<file path="config.mk">
export PLATFORM = sky130hd
export DESIGN_NAME = oric_ram_arbiter
export DESIGN_NICKNAME = d
export VERILOG_FILES = /design/src/rtl/oric_ram_arbiter.sv
export SDC_FILE = /design/constraint.sdc
export NUM_CORES = 1
export LEC_CHECK = 0
export BUFFER_PORTS_ARGS = -buffer_cell sky130_fd_sc_hd__buf_2
export CAP_MARGIN = 30
export CORE_MARGIN = 1
export CORE_UTILIZATION = 53
export CTS_BUF_LIST = sky130_fd_sc_hd__clkbuf_4
export DETAILED_ROUTE_END_ITERATION = 6
export HOLD_SLACK_MARGIN = 0.02
export PLACE_DENSITY_LB_ADDON = 0.25
export SLEW_MARGIN = 20
export SYNTH_ARGS = -nofsm -noshare
export SYNTH_HDL_FRONTEND = slang
export SYNTH_SLANG_ARGS = --single-unit
export TNS_END_PERCENT = 50
</file>
<file path="constraint.sdc">
create_clock -name clk -period 5.2 [get_ports clk]
set_clock_uncertainty 0.2 [all_clocks]
set_input_delay 0.78 -clock clk [delete_from_list [all_inputs] [get_ports clk]]
set_output_delay 0.78 -clock clk [all_outputs]
set_load 0.02 [all_outputs]
</file>
<file path="src/rtl/oric_ram_arbiter.sv">
// Main-RAM port arbiter: clear sweep, never-stalled CPU/video bus, and tape
// loader writes slotted into CPU-idle cycles through a req/ack handshake.
module oric_ram_arbiter #(
    parameter int          AW   = 16,
    parameter logic [7:0]  FILL = 8'hFF
) (
    input  logic          clk,
    input  logic          reset_n,
    input  logic          clear_req,
    output logic          clear_busy,
    input  logic          cpu_cs,
    input  logic          cpu_we,
    input  logic [AW-1:0] cpu_addr,
    input  logic [7:0]    cpu_d,
    output logic [7:0]    cpu_q,
    input  logic          tape_req,
    input  logic [AW-1:0] tape_addr,
    input  logic [7:0]    tape_d,
    output logic          tape_ack,
    output logic          mem_ce,
    output logic          mem_we,
    output logic [AW-1:0] mem_addr,
    output logic [7:0]    mem_d,
    input  logic [7:0]    mem_q
);

    typedef enum logic {
        S_CLEAR = 1'b0,
        S_SERVE = 1'b1
    } state_t;

    state_t        state_q, state_d;
    logic [AW-1:0] cnt_q, cnt_d;
    logic          mem_ce_q, mem_ce_d;
    logic          mem_we_q, mem_we_d;
    logic [AW-1:0] mem_addr_q, mem_addr_d;
    logic [7:0]    mem_d_q, mem_d_d;
    logic          tape_ack_q, tape_ack_d;
    logic          clear_busy_q, clear_busy_d;

    always_ff @(posedge clk or negedge reset_n) begin
        if (!reset_n) begin
            state_q      <= S_CLEAR;
            cnt_q        <= '0;
            mem_ce_q     <= 1'b0;
            mem_we_q     <= 1'b0;
            mem_addr_q   <= '0;
            mem_d_q      <= '0;
            tape_ack_q   <= 1'b0;
            clear_busy_q <= 1'b1;
        end else begin
            state_q      <= state_d;
            cnt_q        <= cnt_d;
            mem_ce_q     <= mem_ce_d;
            mem_we_q     <= mem_we_d;
            mem_addr_q   <= mem_addr_d;
            mem_d_q      <= mem_d_d;
            tape_ack_q   <= tape_ack_d;
            clear_busy_q <= clear_busy_d;
        end
    end

    always_comb begin
        state_d = state_q;
        cnt_d   = cnt_q;
        case (state_q)
            S_CLEAR: begin
                if (clear_req) begin
                    cnt_d = '0;
                end else begin
                    cnt_d = cnt_q + AW'(1);
                    if (&cnt_q) begin
                        state_d = S_SERVE;
                    end
                end
            end
            S_SERVE: begin
                if (clear_req) begin
                    state_d = S_CLEAR;
                    cnt_d   = '0;
                end
            end
            default: begin
                state_d = S_CLEAR;
                cnt_d   = '0;
            end
        endcase
    end

    // A restart edge (clear_req) issues no access; the sweep begins on the next edge.
    always_comb begin
        mem_ce_d     = 1'b0;
        mem_we_d     = 1'b0;
        mem_addr_d   = mem_addr_q;
        mem_d_d      = mem_d_q;
        tape_ack_d   = 1'b0;
        clear_busy_d = (state_d == S_CLEAR);
        case (state_q)
            S_CLEAR: begin
                if (!clear_req) begin
                    mem_ce_d   = 1'b1;
                    mem_we_d   = 1'b1;
                    mem_addr_d = cnt_q;
                    mem_d_d    = FILL;
                end
            end
            S_SERVE: begin
                if (!clear_req) begin
                    if (cpu_cs) begin
                        mem_ce_d   = 1'b1;
                        mem_we_d   = cpu_we;
                        mem_addr_d = cpu_addr;
                        mem_d_d    = cpu_d;
                    end else if (tape_req && !tape_ack_q) begin
                        // tape_ack_q gate keeps one held request from writing twice
                        mem_ce_d   = 1'b1;
                        mem_we_d   = 1'b1;
                        mem_addr_d = tape_addr;
                        mem_d_d    = tape_d;
                        tape_ack_d = 1'b1;
                    end
                end
            end
            default: ;
        endcase
    end

    assign mem_ce     = mem_ce_q;
    assign mem_we     = mem_we_q;
    assign mem_addr   = mem_addr_q;
    assign mem_d      = mem_d_q;
    assign tape_ack   = tape_ack_q;
    assign clear_busy = clear_busy_q;
    assign cpu_q      = mem_q;

endmodule

</file>
# Yosys cells after proc, flatten, opt, wreduce, memory -nomap -nowiden
# Cells that the tools add are included.
[totals]
register_bits = 45
in_bits = 62
word_cells = 46
[classes]
add_sub_neg = 1
eq_ne = 4
mux = 27
bitwise_logic = 2
reduce_logical = 4
[op_table]
columns = ["operator", "n"]
rows = [
  ["$mux W16", 6],
  ["$pmux W16 S2", 2],
  ["$mux W8", 4],
  ["$add A16 B1 Y16 const B", 1],
  ["$pmux W8 S2", 1],
  ["$reduce_and A16 Y1", 1],
  ["$mux W1", 11],
  ["$ne A2 B2 Y1 const B", 3],
  ["$pmux W1 S2", 3],
  ["$ne A3 B2 Y1 const B", 1],
  ["$reduce_and A3 Y1", 1],
  ["$not A1 Y1", 2],
  ["$logic_and A1 B1 Y1", 1],
  ["$logic_not A1 Y1", 1],
]

# Depth between registers and ports, before layout
# Gate-level depths: netlist of the first run.
[depth]
depth_word = 6
ltp_mapped = 7
ltp_nobuf = 5

# Worst setup path before layout of the first run
# Ideal clock, no wire load.
[synth_path]
path_type = "input -> register"
startpoint = "in cpu_cs"
endpoint = "reg mem_addr_q[11] (netlist: mem_addr[11])"
t_arrival_ns = 1.752
required_time_ns = 4.865
slack_ns = 3.112
path_stages = 7
path_buffers = 3
cell_sequence = "buf_2 inv_1 a31o_2 buf_2 buf_1 nand2_1 o21ai_0"
[synth_via]
elab_chain_cells = 3
[synth_rtl]
columns = ["element", "line", "text"]
rows = [
  ["start, declared", "11", "input logic cpu_cs,"],
  ["$mux W16", "109", "if (cpu_cs) begin"],
  ["$mux W16", "108", "if (!clear_req) begin"],
  ["$pmux W16 S2", "98", "case (state_q)"],
  ["end signal, assigned", "56", "mem_addr_q <= mem_addr_d;"],
  ["end, declared", "36", "logic [AW-1:0] mem_addr_q, mem_addr_d;"],
]
# Parallel ways exist; a longest one is shown, timed or not. The select of a mux whose other input is x is not followed.
# A chain may end at the register's enable or synchronous reset.

# Worst setup path in the final report of the first run
[layout_path]
startpoint = "reg state_q"
endpoint = "reg mem_addr_q[7] (netlist: mem_addr[7])"
[layout_via]
elab_chain_cells = 3
[layout_rtl]
columns = ["element", "line", "text"]
rows = [
  ["start, declared", "32", "state_t state_q, state_d;"],
  ["start signal, assigned", "52", "state_q <= state_d;"],
  ["$not A1 Y1", "n/a", ""],
  ["$ne A2 B2 Y1 (no line)", "n/a", ""],
  ["$reduce_and A3 Y1 (no line)", "n/a", ""],
]
# Parallel ways exist; a longest one is shown, timed or not.

==> results.cfg, run 1 <==
[status]
status = complete, no violations

[yosys]
yosys_register_bits = 45
synth.largest_area_cell = dfrtp_1
yosysSeqAreaShare_pct = 47.95
yosysMostFrequentCell = dfrtp_1
synth_async_sr_flop_share_pct = 100.0
syn_inst = 248
synth_cell_type_count = 38
synth_nets = 311
synth_area_mm2 = 0.002351
yosys_warnings = 0
synthTopCellsByArea = dfrtp_1 47%, mux2i_1 11%, a21oi_1 5.5%, nor2_1 5.3%, o21ai_0 3.4%
synth_edf_count = 0
ys.flop_type = dfrtp_1
synth_top_area_share_pct = 46.83
syn_avg_cell_area_um2 = 9.480
yosys-top-cells-count = 44 x dfrtp_1, 33 x nor2_1, 26 x a21oi_1, 25 x mux2i_1, 21 x nand2_1

[global_routing]
grt_usage_pct = 25.39
top_usage_layer = met2
grt_overflow = 0
use_met1_pct = 31.06
grt_pass1_vias = 1881
grt_util_met3_pct = 5.592
grt_pass1_wl_um = 8631
grt_max_degree = 50
grt_use_met2_pct = 44.61
antenna_found_initial = 0

[clock_tree]
clk_transition_reported_paths_ps = 140
post_cts_resize_count = 0
post_cts_buffers = 0
insertion_delay_ps = 360
cts_tree = done
htree_levels = 2
cts.hold.buffers_added = 0
clock-sinks = 45
cts-root-buf = clkbuf_4
cts_buffer_depth = 2
cts_buffers = 5

[setup_path]
reg2regPathDepth = 3
cpMaxStageDelayCell = clkinv_1
worstPathRequired_ps = 5220
cp-end-kind = flip-flop
cp.arrival_ps = 2560
worstPathMaxFanout = 34
slowest_delay_ps = 870
worstSetupPathType = flip-flop to flip-flop
crit_chain = clkinv_1 -> a21oi_1 -> o21ai_0
reg2reg_slack_ps = 2660
worst_r2r_endpoint = mem_addr[7]$_DFFE_PN0P_
critPathLaunchType = flip-flop
worstReg2RegStart = state_q$_DFF_PN0_

[floorplan]
core-area_mm2 = 0.004115
dieArea_mm2 = 0.004706
rows = 23
die_height_um = 68.60
start_util_pct = 57.13
io_pins = 98
dieWidth_um = 68.60

[sta]
fin_crit_ps = 2535
max_clock_freq_mhz = 394.4
fin_crit_sh_pct = 48.75
slew_headroom_pct = 42.10
final_hold_viol_count = 0
fin_setup_tns_ps = 0
worst_pin_slew_ps = 863.2
setup_viol = 0
rsz0062_at_grt = no
drv_slew = 0

[final_layout]
syn_to_final_growth_pct = 18.47
final_cells = 363
fin_nets = 375
drive_gt1_share_pct = 30.35
diodes = 0

[route]
drt_iter0_drc = 177
via_per_inst = 5.584
wl_um = 5346
first_pass_iters = 4
drc_errors = 0
drtAntennaViolNets = 0
post_drt_wl_per_cell_um = 14.73
vias = 2027

[placement]
place_hpwl_um = 3837
gp_congestion = 0.7607
dp.cells = 355
port-buffer-count = 81

[worst_hold_path]
min_path_type = input port to async pin

[power]
power_mw = 0.6679
p_per_area_mw_per_mm2 = 239.8
ir_drop_v = 0.0001602
p_leak_nw = 1.391

[flow_run]
cap_violations = 0
==> state kept, by name (all words and copies together), names as in the netlist <==
name	flops
tape_ack	1
clear_busy	1
mem_we	1
mem_addr	16
mem_d	8
cnt_q	16
mem_ce	1
state_q	1
==> through the flow <==
step,util (%),cell area (um^2),setup slack (ps),hold WS (ps)
after floorplan,-,2351,3112,284.4
after global placement,65.28,2686,2638,255.5
after detailed placement,65.76,2706,2566,265.0
after CTS,67.68,2785,2675,115.9
after global routing,67.68,2785,2427,114.4
final,67.68,2785,2665,111.5
==> final cells by class <==
| cell class | count | area, um^2 |
|---|---|---|
| clock inverter | 3 | 41.29 |
| timing repair buffer | 82 | 425.4 |
| inverter | 4 | 15.01 |
| fill | 338 | 1330 |
| tap | 50 | 62.56 |
| multi-input combinational | 174 | 1076 |
| clock buffer | 5 | 37.54 |
| sequential | 45 | 1127 |
==> cell families (layout without fill, tap and decap cells) <==
logic type               count (synthesis)  after routing  share of synthesized area (%)
adder cells (fa/ha/maj)                  1              1                         0.5321
multiplexers                            26             26                          11.12
flip-flops                              45             45                          47.95
buffers and inverters                   29             94                          6.279
AO/OA/AOI/OAI                           55             55                          13.36
AND/OR/NAND/NOR                         80             80                          16.29
XOR/XNOR                                12             12                          4.470
==> cell usage in the layout (no fill, tap or decap), types with 5 or more instances in the layout <==
cell type / count
buf_2: 81
a21o_1: 8
mux2i_1: 25
xnor2_1: 5
o21ai_0: 16
dfrtp_1: 44
a21oi_1: 26
nand3_1: 6
nor2_1: 33
clkbuf_4: 5
nand2_1: 21
xor2_1: 7
==> per-layer routing <==
layer | wire length, um | share of wire, %
met4 | 74 | 1.4
met2 | 2622 | 49
met5 | 0 | 0
met3 | 329 | 6.2
met1 | 2320 | 43
==> critical path: cells and delay by family (launching register included) <==
| kind | cells | cell delay, ps |
|---|---|---|
| buffers and inverters | 1 | 870 |
| AOI/OAI and AO/OA | 2 | 580 |
| DFF | 1 | 740 |
==> worst max path at each step <==
stage | startpoint | to | slack [ps] | depth (start not counted)
global route | state_q$_DFF_PN0_ | mem_addr[5]$_DFFE_PN0P_ | 2430 | 4
CTS | state_q$_DFF_PN0_ | mem_addr[7]$_DFFE_PN0P_ | 2680 | 3
finish | state_q$_DFF_PN0_ | mem_addr[7]$_DFFE_PN0P_ | 2660 | 3
global placement | cpu_cs | mem_d[3]$_DFFE_PN0P_ | 2640 | 5
floorplan | cpu_cs | mem_addr[11]$_DFFE_PN0P_ | 3110 | 7
detailed placement | cpu_cs | mem_we$_DFF_PN0_ | 2570 | 5
==> power by group <==
| part | switching, mW | total (mW) | internal (mW) |
|---|---|---|---|
| Sequential | 0.00696 | 0.366 | 0.360 |
| Combinational | 0.0487 | 0.0867 | 0.0380 |
| Clock | 0.115 | 0.215 | 0.0997 |
| Total | 0.171 | 0.668 | 0.497 |
Note: power is estimated with default switching activity, not from simulation.
==> run 2: changes to the inputs <==
Settings changed: CORE_UTILIZATION 53 to 45.
Clock period 5.2 ns to 2.3 ns, I/O delays scaled along.
==> run 2 against run 1 <==
Effect of this change: critical path depth is 2 higher; via count is 2.0% lower; non-clock buffer count is 9 higher; critical path type unchanged; largest cell class unchanged.
==> results.cfg, run 2 (synthesis results as in run 1) <==
[route]
via_per_inst = 5.105
drtAntennaViolNets = 0
post_drt_wl_per_cell_um = 13.23
drt_iter0_drc = 114
vias = 1986
drc_errors = 0
first_pass_iters = 4
wl_um = 5147

[clock_tree]
clk_transition_reported_paths_ps = 120
cts_buffer_depth = 2
cts_tree = done
htree_levels = 2
post_cts_resize_count = 0
cts_buffers = 5
post_cts_buffers = 0
cts-root-buf = clkbuf_4
clock-sinks = 45
insertion_delay_ps = 340

[floorplan]
die_height_um = 74.28
core-area_mm2 = 0.004880
dieArea_mm2 = 0.005518
io_pins = 98
rows = 25
dieWidth_um = 74.28
start_util_pct = 48.18

[flow_run]
cap_violations = 0

[power]
p_clk_share_pct = 26.2
combPwrFrac_pct = 14.4
p_leak_nw = 1.424
ir_drop_v = 0.0003849
switching_share_pct = 26.06
power_frac_seq_pct = 59.4
power_mw = 1.395
p_int_mw = 1.031
switchingPower_mw = 0.3634
p_per_area_mw_per_mm2 = 490.6

[status]
status = complete, no violations

[placement]
gp_congestion = 0.8437
place_hpwl_um = 3842
port-buffer-count = 81

[setup_path]
worstPathMaxFanout = 6
critPathLaunchType = flip-flop
reg2regPathDepth = 5
worstPathRequired_ps = 2380
cp.arrival_ps = 1990
cp-end-kind = flip-flop
worstSetupPathType = flip-flop to flip-flop

[final_layout]
seqCellArea_mm2 = 0.001127
multi_input_area_mm2 = 0.001076
final_cell_mix = 81 x buf_2, 44 x dfrtp_1, 33 x nor2_1, 26 x a21oi_1, 25 x mux2i_1
diodes = 0
drive_gt1_share_pct = 31.99
syn_to_final_growth_pct = 20.92
fillers = 465
fin_nets = 384
final_util_pct = 58.26
layout_commonest_cell = buf_2

[sta]
fin_crit_ps = 1907
fin_crit_sh_pct = 82.91
slew_headroom_pct = 64.76
worst_hold_slack_ps = 68.15
drv_slew = 0
fin_setup_tns_ps = 0
worst_pin_slew_ps = 528.5
setup_viol = 0
final_hold_viol_count = 0
rsz0062_at_grt = no
max_clock_freq_mhz = 524.4

[global_routing]
grt_overflow = 0
grt_max_degree = 31
antenna_found_initial = 0
grt_pass1_vias = 1900
grt_pass1_wl_um = 8597
grt_usage_pct = 20.42

[worst_hold_path]
whs_path_depth = 3
min_path_type = input port to flip-flop
-- run 2: changes by cell type in the layout (fill, tap and decap cells not counted), sizes merged --
cell         delta
buf             +7
bufinv          -1
clkbuf          +1
clkinv          +1
clkinvlp        -1
dlygate4sd3     +2
-- run 2: path summary, 6_finish.rpt --
| check | end | slack (ps) | from |
|---|---|---|---|
| worst max-delay path | cnt_q[14]$_DFFE_PN0P_ | 390 | cnt_q[0]$_DFFE_PN0P_ |
| worst min-delay path | tape_ack$_DFF_PN0_ | 70 | tape_req |
| worst max register to register | cnt_q[14]$_DFFE_PN0P_ | 390 | cnt_q[0]$_DFFE_PN0P_ |
| worst min register to register | mem_d[3]$_DFFE_PN0P_ | 280 | mem_d[3]$_DFFE_PN0P_ |
| max in group asynchronous | cnt_q[1]$_DFFE_PN0P_ | 1030 | reset_n |
| min in group asynchronous | mem_d[2]$_DFFE_PN0P_ | 310 | reset_n |
-- run 2: power by group through the flow --
stage          logic (mW)  clock network [mW]  registers, mW
3_3_place_gp        0.198                   0          0.842
5_1_grt             0.223               0.414          0.832
6_report            0.201               0.366          0.828
2_1_floorplan       0.104                   0          0.862
3_5_place_dp        0.201                   0          0.844
4_1_cts             0.203               0.388          0.829
-- run 2: per-layer routing --
metal | up-vias | track usage (%) | wire, um
li1 | 991 | - | -
met1 | 943 | 27.51 | 2402
met2 | 45 | 33.64 | 2454
met3 | 7 | 4.201 | 248
met4 | 0 | 5.660 | 42
met5 | - | 0 | 0
-- run 2: final cells by class --
cell class              count  share of cell area, %
flip-flops and latches     45                  39.66
multi-input cells         174                  37.85
repair buffers             91                  17.08
well taps                  67                  2.949
clock buffers               6                  1.585
inverters                   4                 0.5282
clock inverters             2                 0.3521
-- run 2: what timing repair did --
action                                  CTS  global route
endpoints found under the setup margin    0             0
endpoints found under the hold margin    21             1
hold buffers                              1             1
-- run 2: worst max-delay path, cell delays in order, from the launching register on --
cell and delay, ps:
dfrtp_1 450, ha_1 200, and4b_1 350, nand2_1 100, or4_1 390, a21oi_1 140
-- run 2: per-stage QoR --
stage          cells  instance area [um^2]  worst slack [ps]
5_1_grt          389                  2843             226.7
4_1_cts          388                  2833             388.2
3_3_place_gp     379                  2768             472.7
6_report         389                  2843             393.0
3_5_place_dp     379                  2768             423.7
2_1_floorplan    248                  2351             544.7
